==> src/rtl/host_rx_framer_pkg.sv <==
// host_rx_framer_pkg: shared constants, FSM state type and helpers for the
// host receive framer. Honours the HOSTRX_CHECKSUM_EN macro: when defined the
// CSUM state exists, otherwise the FSM only has HDR and PAYLOAD.
package host_rx_framer_pkg;

  localparam logic [15:0] HOSTRX_MAGIC   = 16'h4D4D;
  localparam int          HOSTRX_LENBITS = 16;

`ifdef HOSTRX_CHECKSUM_EN
  typedef enum logic [1:0] {
    ST_HDR     = 2'd0,
    ST_PAYLOAD = 2'd1,
    ST_CSUM    = 2'd2
  } rx_state_t;
`else
  typedef enum logic {
    ST_HDR     = 1'b0,
    ST_PAYLOAD = 1'b1
  } rx_state_t;
`endif

  // Saturating 16-bit increment used by the error counter.
  function automatic logic [15:0] sat_inc16(input logic [15:0] v);
    return (v == 16'hFFFF) ? v : v + 16'd1;
  endfunction

endpackage

==> src/rtl/hostrx_word_fifo.sv <==
// hostrx_word_fifo: synchronous 32-bit word FIFO with registered full/empty
// flags and a registered show-ahead read port. rd_data holds the head word
// whenever empty is low. No configuration macros.
module hostrx_word_fifo #(
  parameter int FIFO_DEPTH = 16
) (
  input  logic        clk,
  input  logic        reset,
  input  logic        wr_en,
  input  logic [31:0] wr_data,
  input  logic        rd_en,
  output logic [31:0] rd_data,
  output logic        full,
  output logic        empty
);

  localparam int AW = $clog2(FIFO_DEPTH);
  localparam logic [AW:0] FULL_COUNT = (AW+1)'(FIFO_DEPTH);
  localparam logic [AW:0] ONE_COUNT  = (AW+1)'(1);

  logic [31:0]   mem [FIFO_DEPTH];
  logic [AW-1:0] wr_ptr;
  logic [AW-1:0] rd_ptr;
  logic [AW-1:0] rd_ptr_inc;
  logic [AW:0]   count;
  logic [AW:0]   count_next;
  logic          do_wr;
  logic          do_rd;

  assign do_wr      = wr_en && !full;
  assign do_rd      = rd_en && !empty;
  assign rd_ptr_inc = rd_ptr + 1'b1;

  // Occupancy after this cycle's read/write; drives the registered flags.
  always_comb begin
    count_next = count;
    case ({do_wr, do_rd})
      2'b10:   count_next = count + ONE_COUNT;
      2'b01:   count_next = count - ONE_COUNT;
      default: count_next = count;
    endcase
  end

  // Storage array; no reset needed since occupancy gates every read.
  always_ff @(posedge clk) begin
    if (do_wr) mem[wr_ptr] <= wr_data;
  end

  // Pointers, occupancy, flags and the show-ahead output register.
  always_ff @(posedge clk) begin
    if (reset) begin
      wr_ptr  <= '0;
      rd_ptr  <= '0;
      count   <= '0;
      full    <= 1'b0;
      empty   <= 1'b1;
      rd_data <= '0;
    end else begin
      if (do_wr) wr_ptr <= wr_ptr + 1'b1;
      if (do_rd) rd_ptr <= rd_ptr_inc;
      count <= count_next;
      full  <= (count_next == FULL_COUNT);
      empty <= (count_next == '0);
      if (do_rd) begin
        if (count > ONE_COUNT) rd_data <= mem[rd_ptr_inc];
        else if (do_wr)        rd_data <= wr_data;
      end else if (do_wr && empty) begin
        rd_data <= wr_data;
      end
    end
  end

endmodule

==> src/rtl/host_rx_framer.sv <==
// host_rx_framer: assembles little-endian 32-bit words from the host byte
// stream, strips frame headers, forwards payload words through a FIFO and
// keeps frame/error counters. Macro HOSTRX_CHECKSUM_EN adds a trailing XOR
// checksum word per frame and enables o_err_checksum.
module host_rx_framer
  import host_rx_framer_pkg::*;
#(
  parameter int FIFO_DEPTH = 16
) (
  input  logic        i_clk150,
  input  logic        i_reset,
  input  logic [7:0]  i_rxbyte,
  input  logic        i_rxbyte_have,
  output logic        o_rxbyte_want,
  output logic [31:0] o_data,
  output logic        o_data_have,
  input  logic        i_data_want,
  output logic        o_frame_active,
  output logic        o_err_magic,
  output logic        o_err_checksum,
  output logic [15:0] o_frame_count,
  output logic [15:0] o_err_count
);

  rx_state_t                 state;
  rx_state_t                 state_next;
  logic [1:0]                byte_idx;
  logic [23:0]               asm_bytes;
  logic [31:0]               word;
  logic                      word_pending;
  logic                      word_consume;
  logic                      byte_take;
  logic                      fifo_wr;
  logic                      fifo_full;
  logic                      fifo_empty;
  logic                      hdr_ok;
  logic                      magic_bad;
  logic                      frame_done;
  logic                      err_event;
  logic [HOSTRX_LENBITS-1:0] remain;
`ifdef HOSTRX_CHECKSUM_EN
  logic [31:0]               csum;
  logic                      csum_bad;
`endif

  assign o_rxbyte_want  = !word_pending || word_consume;
  assign byte_take      = i_rxbyte_have && o_rxbyte_want;
  assign o_frame_active = (state != ST_HDR);
  assign o_data_have    = !fifo_empty;
`ifdef HOSTRX_CHECKSUM_EN
  assign err_event      = magic_bad || csum_bad;
`else
  assign err_event      = magic_bad;
  assign o_err_checksum = 1'b0;
`endif

  // Byte assembly: the 4th byte moves the word into the pending slot, which
  // may be freed by a consume in the same cycle.
  always_ff @(posedge i_clk150) begin
    if (i_reset) begin
      byte_idx     <= 2'd0;
      asm_bytes    <= '0;
      word         <= '0;
      word_pending <= 1'b0;
    end else begin
      if (byte_take) begin
        byte_idx <= byte_idx + 2'd1;
        case (byte_idx)
          2'd0:    asm_bytes[7:0]   <= i_rxbyte;
          2'd1:    asm_bytes[15:8]  <= i_rxbyte;
          2'd2:    asm_bytes[23:16] <= i_rxbyte;
          default: word             <= {i_rxbyte, asm_bytes};
        endcase
      end
      if (byte_take && byte_idx == 2'd3) word_pending <= 1'b1;
      else if (word_consume)             word_pending <= 1'b0;
    end
  end

  // Classification FSM state register.
  always_ff @(posedge i_clk150) begin
    if (i_reset) state <= ST_HDR;
    else         state <= state_next;
  end

  // Next-state and per-word decisions for the pending word.
  always_comb begin
    state_next   = state;
    word_consume = 1'b0;
    fifo_wr      = 1'b0;
    hdr_ok       = 1'b0;
    magic_bad    = 1'b0;
    frame_done   = 1'b0;
`ifdef HOSTRX_CHECKSUM_EN
    csum_bad     = 1'b0;
`endif
    case (state)
      ST_HDR: begin
        if (word_pending) begin
          word_consume = 1'b1;
          if (word[31:16] == HOSTRX_MAGIC) begin
            hdr_ok = 1'b1;
            if (word[15:0] != 16'd0) begin
              state_next = ST_PAYLOAD;
            end else begin
`ifdef HOSTRX_CHECKSUM_EN
              state_next = ST_CSUM;
`else
              frame_done = 1'b1;
`endif
            end
          end else begin
            magic_bad = 1'b1;
          end
        end
      end
      ST_PAYLOAD: begin
        if (word_pending && !fifo_full) begin
          word_consume = 1'b1;
          fifo_wr      = 1'b1;
          if (remain == 16'd1) begin
`ifdef HOSTRX_CHECKSUM_EN
            state_next = ST_CSUM;
`else
            state_next = ST_HDR;
            frame_done = 1'b1;
`endif
          end
        end
      end
`ifdef HOSTRX_CHECKSUM_EN
      ST_CSUM: begin
        if (word_pending) begin
          word_consume = 1'b1;
          frame_done   = 1'b1;
          csum_bad     = (word != csum);
          state_next   = ST_HDR;
        end
      end
`endif
      default: state_next = ST_HDR;
    endcase
  end

  // Payload length down-counter, loaded from each accepted header.
  always_ff @(posedge i_clk150) begin
    if (i_reset)      remain <= '0;
    else if (hdr_ok)  remain <= word[15:0];
    else if (fifo_wr) remain <= remain - 16'd1;
  end

`ifdef HOSTRX_CHECKSUM_EN
  // Running XOR of the current frame's payload words.
  always_ff @(posedge i_clk150) begin
    if (i_reset)      csum <= '0;
    else if (hdr_ok)  csum <= '0;
    else if (fifo_wr) csum <= csum ^ word;
  end

  // Checksum error pulse, aligned with the error counter update.
  always_ff @(posedge i_clk150) begin
    if (i_reset) o_err_checksum <= 1'b0;
    else         o_err_checksum <= csum_bad;
  end
`endif

  // Frame counter wraps; error counter saturates; magic pulse is one cycle.
  always_ff @(posedge i_clk150) begin
    if (i_reset) begin
      o_frame_count <= '0;
      o_err_count   <= '0;
      o_err_magic   <= 1'b0;
    end else begin
      o_err_magic <= magic_bad;
      if (frame_done) o_frame_count <= o_frame_count + 16'd1;
      if (err_event)  o_err_count   <= sat_inc16(o_err_count);
    end
  end

  hostrx_word_fifo #(
    .FIFO_DEPTH(FIFO_DEPTH)
  ) u_fifo (
    .clk     (i_clk150),
    .reset   (i_reset),
    .wr_en   (fifo_wr),
    .wr_data (word),
    .rd_en   (i_data_want),
    .rd_data (o_data),
    .full    (fifo_full),
    .empty   (fifo_empty)
  );

endmodule
==> config.mk <==
export PLATFORM = sky130hd
export DESIGN_NAME = host_rx_framer
export DESIGN_NICKNAME = d
export VERILOG_FILES = /design/src/rtl/host_rx_framer_pkg.sv /design/src/rtl/hostrx_word_fifo.sv /design/src/rtl/host_rx_framer.sv
export SDC_FILE = /design/constraint.sdc
export NUM_CORES = 1
export LEC_CHECK = 0
export ABC_AREA = 1
export CAP_MARGIN = 10
export CELL_PAD_IN_SITES_DETAIL_PLACEMENT = 2
export CELL_PAD_IN_SITES_GLOBAL_PLACEMENT = 2
export CORE_MARGIN = 5
export CORE_UTILIZATION = 46
export CTS_BUF_LIST = sky130_fd_sc_hd__clkbuf_8
export DETAILED_ROUTE_END_ITERATION = 7
export PLACE_DENSITY = 0.94
export SYNTH_ARGS = -nofsm -noshare
export SYNTH_HDL_FRONTEND = slang
export SYNTH_SLANG_ARGS = --single-unit
==> constraint.sdc <==
create_clock -name i_clk150 -period 8.63 [get_ports i_clk150]
set_input_delay 0.863 -clock i_clk150 [delete_from_list [all_inputs] [get_ports i_clk150]]
set_output_delay 0.863 -clock i_clk150 [all_outputs]
set_load 0.1 [all_outputs]
Yosys cells after proc, flatten, opt, wreduce, memory -nomap -nowiden
Memories as Yosys holds them, arrays and structs flattened.
Index checks and enable logic that the tools add are counted.

operators by class
  div/mod/pow operators = 0
  $add $sub $neg = 8
  reduce and logical (&&, ||, !) cells = 23
  order comparisons = 1
  $mul = 0
  shifts and indexed selects = 0
  mux-type cells = 33
  eq/ne operators = 10
  bitwise logic cells = 3

operators with widths
  cell                   number
  $mux 32                4
  $add 16x1->16 const B  2
  $mux 16                2
  $mux 1                 23
  $eq 16x1->1 const B    1
  $eq 16x15->1 const B   1
  $eq 16x16->1 const B   1
  $reduce_bool 16->1     1
  $sub 16x1->16 const B  1
  $reduce_and 2->1       6
  $pmux 5 s2             1
  $add 4x1->4 const B    2
  $eq 2x2->1 const B     3
  $logic_and 1x1->1      6
  $pmux 1 s2             3
  $reduce_bool 2->1      3
  $add 5x1->5 const B    1
  $eq 5x5->1 const B     1
  $gt 5x1->1 const B     1
  $logic_not 5->1        1
  $sub 5x1->5 const B    1
  $eq 2x1->1 const B     2
  $logic_not 1->1        3
  $ne 3x2->1 const B     1
  5 further kinds        7

storage, ports and cells
  logic and storage cells = 96
  latch bits = 0
  register bits after elaboration = 156
  memory bits (read-only) = 0
  input port bits = 12
  output and inout port bits = 69
  memories kept = 1
  RAM bits = 512

memory list
  name        depth  bits a word  rd ports  clocked after Yosys merged registers in  wr ports  RTL line                RTL
  u_fifo.mem  16     32           1         0                                        1         hostrx_word_fifo.sv:21  logic [31:0] mem [FIFO_DEPTH];

Longest topological paths before layout
  depth after elaboration = 8
  gate-level depth with buffers = 15
  gate-level depth less buffers = 14

Modules after synthesis
A second synthesis with hierarchy kept.

unflattened totals
  cell total of the unflattened synthesis = 3283
  area total of the unflattened synthesis = 29953.7 um^2

modules (own cells, without submodules)
  module            area each (um^2)  cells an instance  instances
  hostrx_word_fifo  24418.4           2483               1
  host_rx_framer    5535.3            800                1

Least setup slack after synthesis
Ideal clock, no wire load.

  path type = register to register
  from = reg state (netlist: o_frame_active)
  to = mem u_fifo.mem[0][0], enable pin
  slack = 5.105 ns
  arrival = 3.104 ns
  period minus slack after synthesis = 3.525 ns
  stages on the path, launching flop included = 7
  library setup time = 0.421 ns
  required time = 8.209 ns
  path through = dfxtp_1 -> buf_2 -> nand2_1 -> clkinv_2 -> buf_2 -> nand2_1 -> nor2_1

between the ends
  longest elaborated chain between the ends = 4

RTL lines
  element                       RTL line                RTL
  start: declaration            host_rx_framer.sv:25    rx_state_t state;
  start signal: assignment      host_rx_framer.sv:83    else state <= state_next;
  $mux 1                        host_rx_framer.sv:97    case (state)
  $logic_and 1x1->1             hostrx_word_fifo.sv:30  assign do_wr = wr_en && !full;
  named net u_fifo.do_wr        hostrx_word_fifo.sv:27  logic do_wr;
  $mux 1                        hostrx_word_fifo.sv:46  if (do_wr) mem[wr_ptr] <= wr_data;
  $mux 1 (not written as such)  hostrx_word_fifo.sv:46
  end: declaration              hostrx_word_fifo.sv:21

The timed path passes the listed nets, and every way through them passes these cells.

Final worst setup path
  from = reg u_fifo.rd_ptr[0]
  to = reg u_fifo.rd_data[9]

between the ends
  longest elaborated chain between the ends = 4

RTL lines
  element                         RTL line                RTL
  start: declaration              hostrx_word_fifo.sv:23  logic [AW-1:0] rd_ptr;
  start signal: assignment        hostrx_word_fifo.sv:60  if (do_rd) rd_ptr <= rd_ptr_inc;
  $add 4x1->4                     hostrx_word_fifo.sv:32  assign rd_ptr_inc = rd_ptr + 1'b1;
  named net u_fifo.rd_ptr_inc[1]  hostrx_word_fifo.sv:24  logic [AW-1:0] rd_ptr_inc;
  $mem_v2 16x32                   -
  $mux 32                         hostrx_word_fifo.sv:65  if (count > ONE_COUNT) rd_data <= mem[rd_ptr_inc];
  $mux 32                         hostrx_word_fifo.sv:64  if (do_rd) begin
  end signal: assignment          hostrx_word_fifo.sv:65
  end signal: assignment          hostrx_word_fifo.sv:66  else if (do_wr) rd_data <= wr_data;
  end signal: assignment          hostrx_word_fifo.sv:68  rd_data <= wr_data;
  end: declaration                hostrx_word_fifo.sv:12  output logic [31:0] rd_data,

The timed path passes the listed nets, and every way through them passes these cells.
A chain may end at the register's enable or synchronous reset.

==> out/qor.txt <==
==========================================================================================
Run status                                                                    finished clean
Clock root buffer                                                             sky130_fd_sc_hd__clkbuf_8
Met3 Routed Length                                                                 15.3 mm
Num CTS Buffers                                                                        110
Area of the core region                                                         0.0601 mm2
Half-perimeter wire length after placement                                         68.0 mm
Sequential-to-total area share from yosys stat                                       66.5%
Overall fraction of global-route tracks in use                                       40.6%
Number of sinks handled by clock tree synthesis                                        668
XOR/XNOR share of the synthesized area                                              0.652%
Adder and majority cell fraction of the synthesized area                            0.854%
Dominant cells by area after synthesis                                        sky130_fd_sc_hd__edfxtp_1, sky130_fd_sc_hd__dfxtp_1, sky130_fd_sc_hd__nand2_1
Cell area after synthesis                                                       0.0278 mm2
Compound-Gate Fraction of Synth Area                                                 10.6%
Worst hold path type                                                            reg -> reg
Maximum clock frequency                                                            213 MHz
Number of port buffers                                                                  79
Area growth from synthesis to layout                                                 12.4%
Switching power of the nets                                                        3.14 mW
Final setup skew                                                                 0.0445 ns
Data required, critical path                                                       9.28 ns
Slew at the pin with the worst max-slew slack                                      1.25 ns
Starting DRT DRC Count                                                                3643
Total area of multi-input combinational cells                                  0.00812 mm2
Final Max Slew Viols                                                                     0
Yosys Warn Count                                                                         0
Final ANT Viol Nets                                                                      0
Number of global-route vias before repair                                            26597
Clock edge transition at the registers on the reported setup and hold paths        0.09 ns
Post-Route M1 WL                                                                   50.1 mm
Element type at the critical path end                                            flip-flop
Post-Layout Cell Count                                                                3632
Main combinational cell family by area after synthesis                        simple AND/OR/NAND/NOR gates
Number of antenna repair diodes                                                          0
Setup_tns                                                                             0 ns
Setup repair after global routing missed its margin                                     no
Crit path max fanout                                                                   126
Post-synthesis average cell area                                                  10.4 um2
Hold buffer count at cts                                                                 0
Power per cell area                                                             267 mW/mm2
Highest Signal Layer                                                                  met5
Switching share of power                                                             37.6%
Area fraction of the dominant cell type after synthesis                              55.2%
Total die area                                                                  0.0655 mm2
Global placement routability congestion                                              0.850
Die Width                                                                           256 um
Worst vdd rail ir drop                                                              186 uV
Fraction of layout cells with a size suffix above 1                                  7.26%
Leakage power                                                                      11.4 nW
Detailed-routing iteration count for the pre-antenna-repair pass                         6
Net count after synthesis                                                             2712
Critical Path Slowest Stage Cell                                              sky130_fd_sc_hd__buf_4
Critical path, cell by cell                                                   ha_2 > buf_4 > inv_6 > buf_4 > nor2_1 > o21ai_0 > o21ai_0 > o21ai_1 > nand3_1 > nand3_1 > inv_1
Count of final setup violators                                                           0
Slew Limit Headroom                                                                  16.7%
Share of power burned in the clock network                                           35.0%
CTS tree                                                                              done
Clock Path Buffers                                                                       3
Number of resized instances in the post-cts repair step                                  0
Largest stage delay on the critical path                                           0.92 ns
Buf/Inv on CP                                                                            4
Int Power                                                                          5.22 mW
Number of placed instances, taps included                                             3423
Share of cell area taken by muxes after synthesis                                       0%
Number of maximum-capacitance violations                                                 0
Global-route congestion overflow total                                                   0
Dominant delay contributor by cell family on the critical path                buffers and inverters
Gate power share                                                                     22.2%
Height of the die                                                                   256 um
First-pass GRT wire length                                                          196 mm
Sequential cell area                                                            0.0185 mm2
Cell taking the most area after synthesis                                     sky130_fd_sc_hd__edfxtp_1
Total Wirelength                                                                    137 mm
Sequential share of power                                                            42.8%
Initial antenna violation count                                                          7
H-tree depth                                                                             3
Synthesized netlist cell count                                                        2681
Count of cell types in the netlist                                                      37
Flops & latches, synth                                                                 668
Worst setup path category                                                       reg -> reg
Leading cell types in the layout, fill and taps excluded                      sky130_fd_sc_hd__edfxtp_1, sky130_fd_sc_hd__nand2_1, sky130_fd_sc_hd__nor2_1, sky130_fd_sc_hd__nand3_1, sky130_fd_sc_hd__o21ai_0
Number of inserted filler cells in the final layout                                   6020
Via Count                                                                            24617
Largest net degree at the start of global routing                                      127
Worst Setup Start Kind                                                           flip-flop
Tmin final                                                                         4.70 ns
Std-Cell Rows                                                                           90
Critical Path AT                                                                   5.35 ns
Nets@finish                                                                           2784
Met2 WL post-DR                                                                    62.9 mm
Latest clock arrival within the worst-skew pair                                    0.79 ns
Final cycle utilization of the critical path                                         54.5%
Routed WL per cell                                                                 37.7 um
Vias per cell                                                                         6.78
Hold Fails Final Rpt                                                                     0
Count of boundary I/O pins                                                              81
DRC                                                                                      0
Most common library cell in the layout ignoring fill and taps                 sky130_fd_sc_hd__edfxtp_1
Simple logic cell fraction of the synthesized area                                   16.5%
Final core utilization                                                               52.0%
Post CTS Setup Buffer Count                                                              0
Effective utilization at floorplan                                                   46.3%
==========================================================================================
## synth_stat cells (all sizes together)
cell type / n
nor3: 17
xnor2: 5
o21a: 1
inv: 149
nand3: 267
nor2: 386
xor2: 14
a21oi: 168
ha: 19
and3: 2
o211ai: 62
dfxtp: 156
conb: 1
a31oi: 2
clkbuf: 45
nand2: 429
buf: 111
nand3b: 2
o22ai: 2
nor3b: 1
edfxtp: 512
nand4: 7
o21ai: 322
clkinv: 1
## state kept, by name (all words and copies together), names as in the netlist
register	count
asm_bytes	24
byte_idx	2
o_err_count	16
o_err_magic	1
o_frame_active	1
o_frame_count	16
remain	16
u_fifo.count	5
u_fifo.empty	1
u_fifo.full	1
u_fifo.mem	512
u_fifo.rd_data	32
u_fifo.rd_ptr	4
u_fifo.wr_ptr	4
word	32
word_pending	1
## routing by layer
metal / vias to the layer above / track usage (%)
li1: 9464 / -
met1: 12574 / 51.8
met2: 2020 / 64.5
met3: 543 / 10.1
met4: 16 / 20.9
met5: - / 0.585
## power by group through the flow
| stage | sequential, mW | combinational [mW] | clock, mW |
|---|---|---|---|
| detailed placement | 3.63 | 1.67 | 0 |
| global placement | 3.62 | 1.45 | 0 |
| global route | 3.58 | 1.91 | 3.02 |
| floorplan | 3.74 | 0.985 | 0 |
| CTS | 3.57 | 1.81 | 2.89 |
| finish | 3.58 | 1.86 | 2.93 |
## cell families (layout without fill, tap and decap cells)
| kind of cell | Yosys count | in the layout |
|---|---|---|
| flip-flops | 668 | 668 |
| adder cells (fa/ha/maj) | 19 | 19 |
| buffers and inverters | 306 | 475 |
| AND/OR/NAND/NOR | 1111 | 1111 |
| other | 1 | 1 |
| AO/OA/AOI/OAI | 557 | 557 |
| XOR/XNOR | 19 | 19 |
## stage by stage
step	hold WS [ns]	setup WS [ns]	cell area (um2)	total power, mW
6_report	0.489	3.93	31300	8.36
5_1_grt	0.503	3.87	31300	8.51
4_1_cts	0.484	4.16	31300	8.26
3_5_place_dp	0.467	4.30	29200	5.30
3_3_place_gp	0.447	4.73	29200	5.07
2_1_floorplan	0.438	5.11	27800	4.73
## worst paths after layout
path	startpoint	endpoint	slack, ns	cells past startpoint
worst max-delay path	u_fifo.rd_ptr[0]	u_fifo.rd_data[9]	3.93	11
worst min-delay path	asm_bytes[23]	asm_bytes[23]	0.49	2
worst max register to register	u_fifo.rd_ptr[0]	u_fifo.rd_data[9]	3.93	11
worst min register to register	asm_bytes[23]	asm_bytes[23]	0.49	2
## area by class of cell
cell class              count  area share (%)
well taps                 782            3.13
repair buffers            116            3.40
inverters                 150            1.84
flip-flops and latches    668            59.1
clock inverters            88            1.20
multi-input cells        1707            26.0
clock buffers             121            5.32
## worst register-to-register path, cell delays in order (launching register included)
cell and delay (ns):
sky130_fd_sc_hd__dfxtp_4 0.64, sky130_fd_sc_hd__ha_2 0.37, sky130_fd_sc_hd__buf_4 0.33, sky130_fd_sc_hd__inv_6 0.90, sky130_fd_sc_hd__buf_4 0.96, sky130_fd_sc_hd__nor2_1 0.26, sky130_fd_sc_hd__o21ai_0 0.16, sky130_fd_sc_hd__o21ai_0 0.17
sky130_fd_sc_hd__o21ai_1 0.25, sky130_fd_sc_hd__nand3_1 0.22, sky130_fd_sc_hd__nand3_1 0.23, sky130_fd_sc_hd__inv_1 0.08
Note: power is estimated with default switching activity, not from simulation.
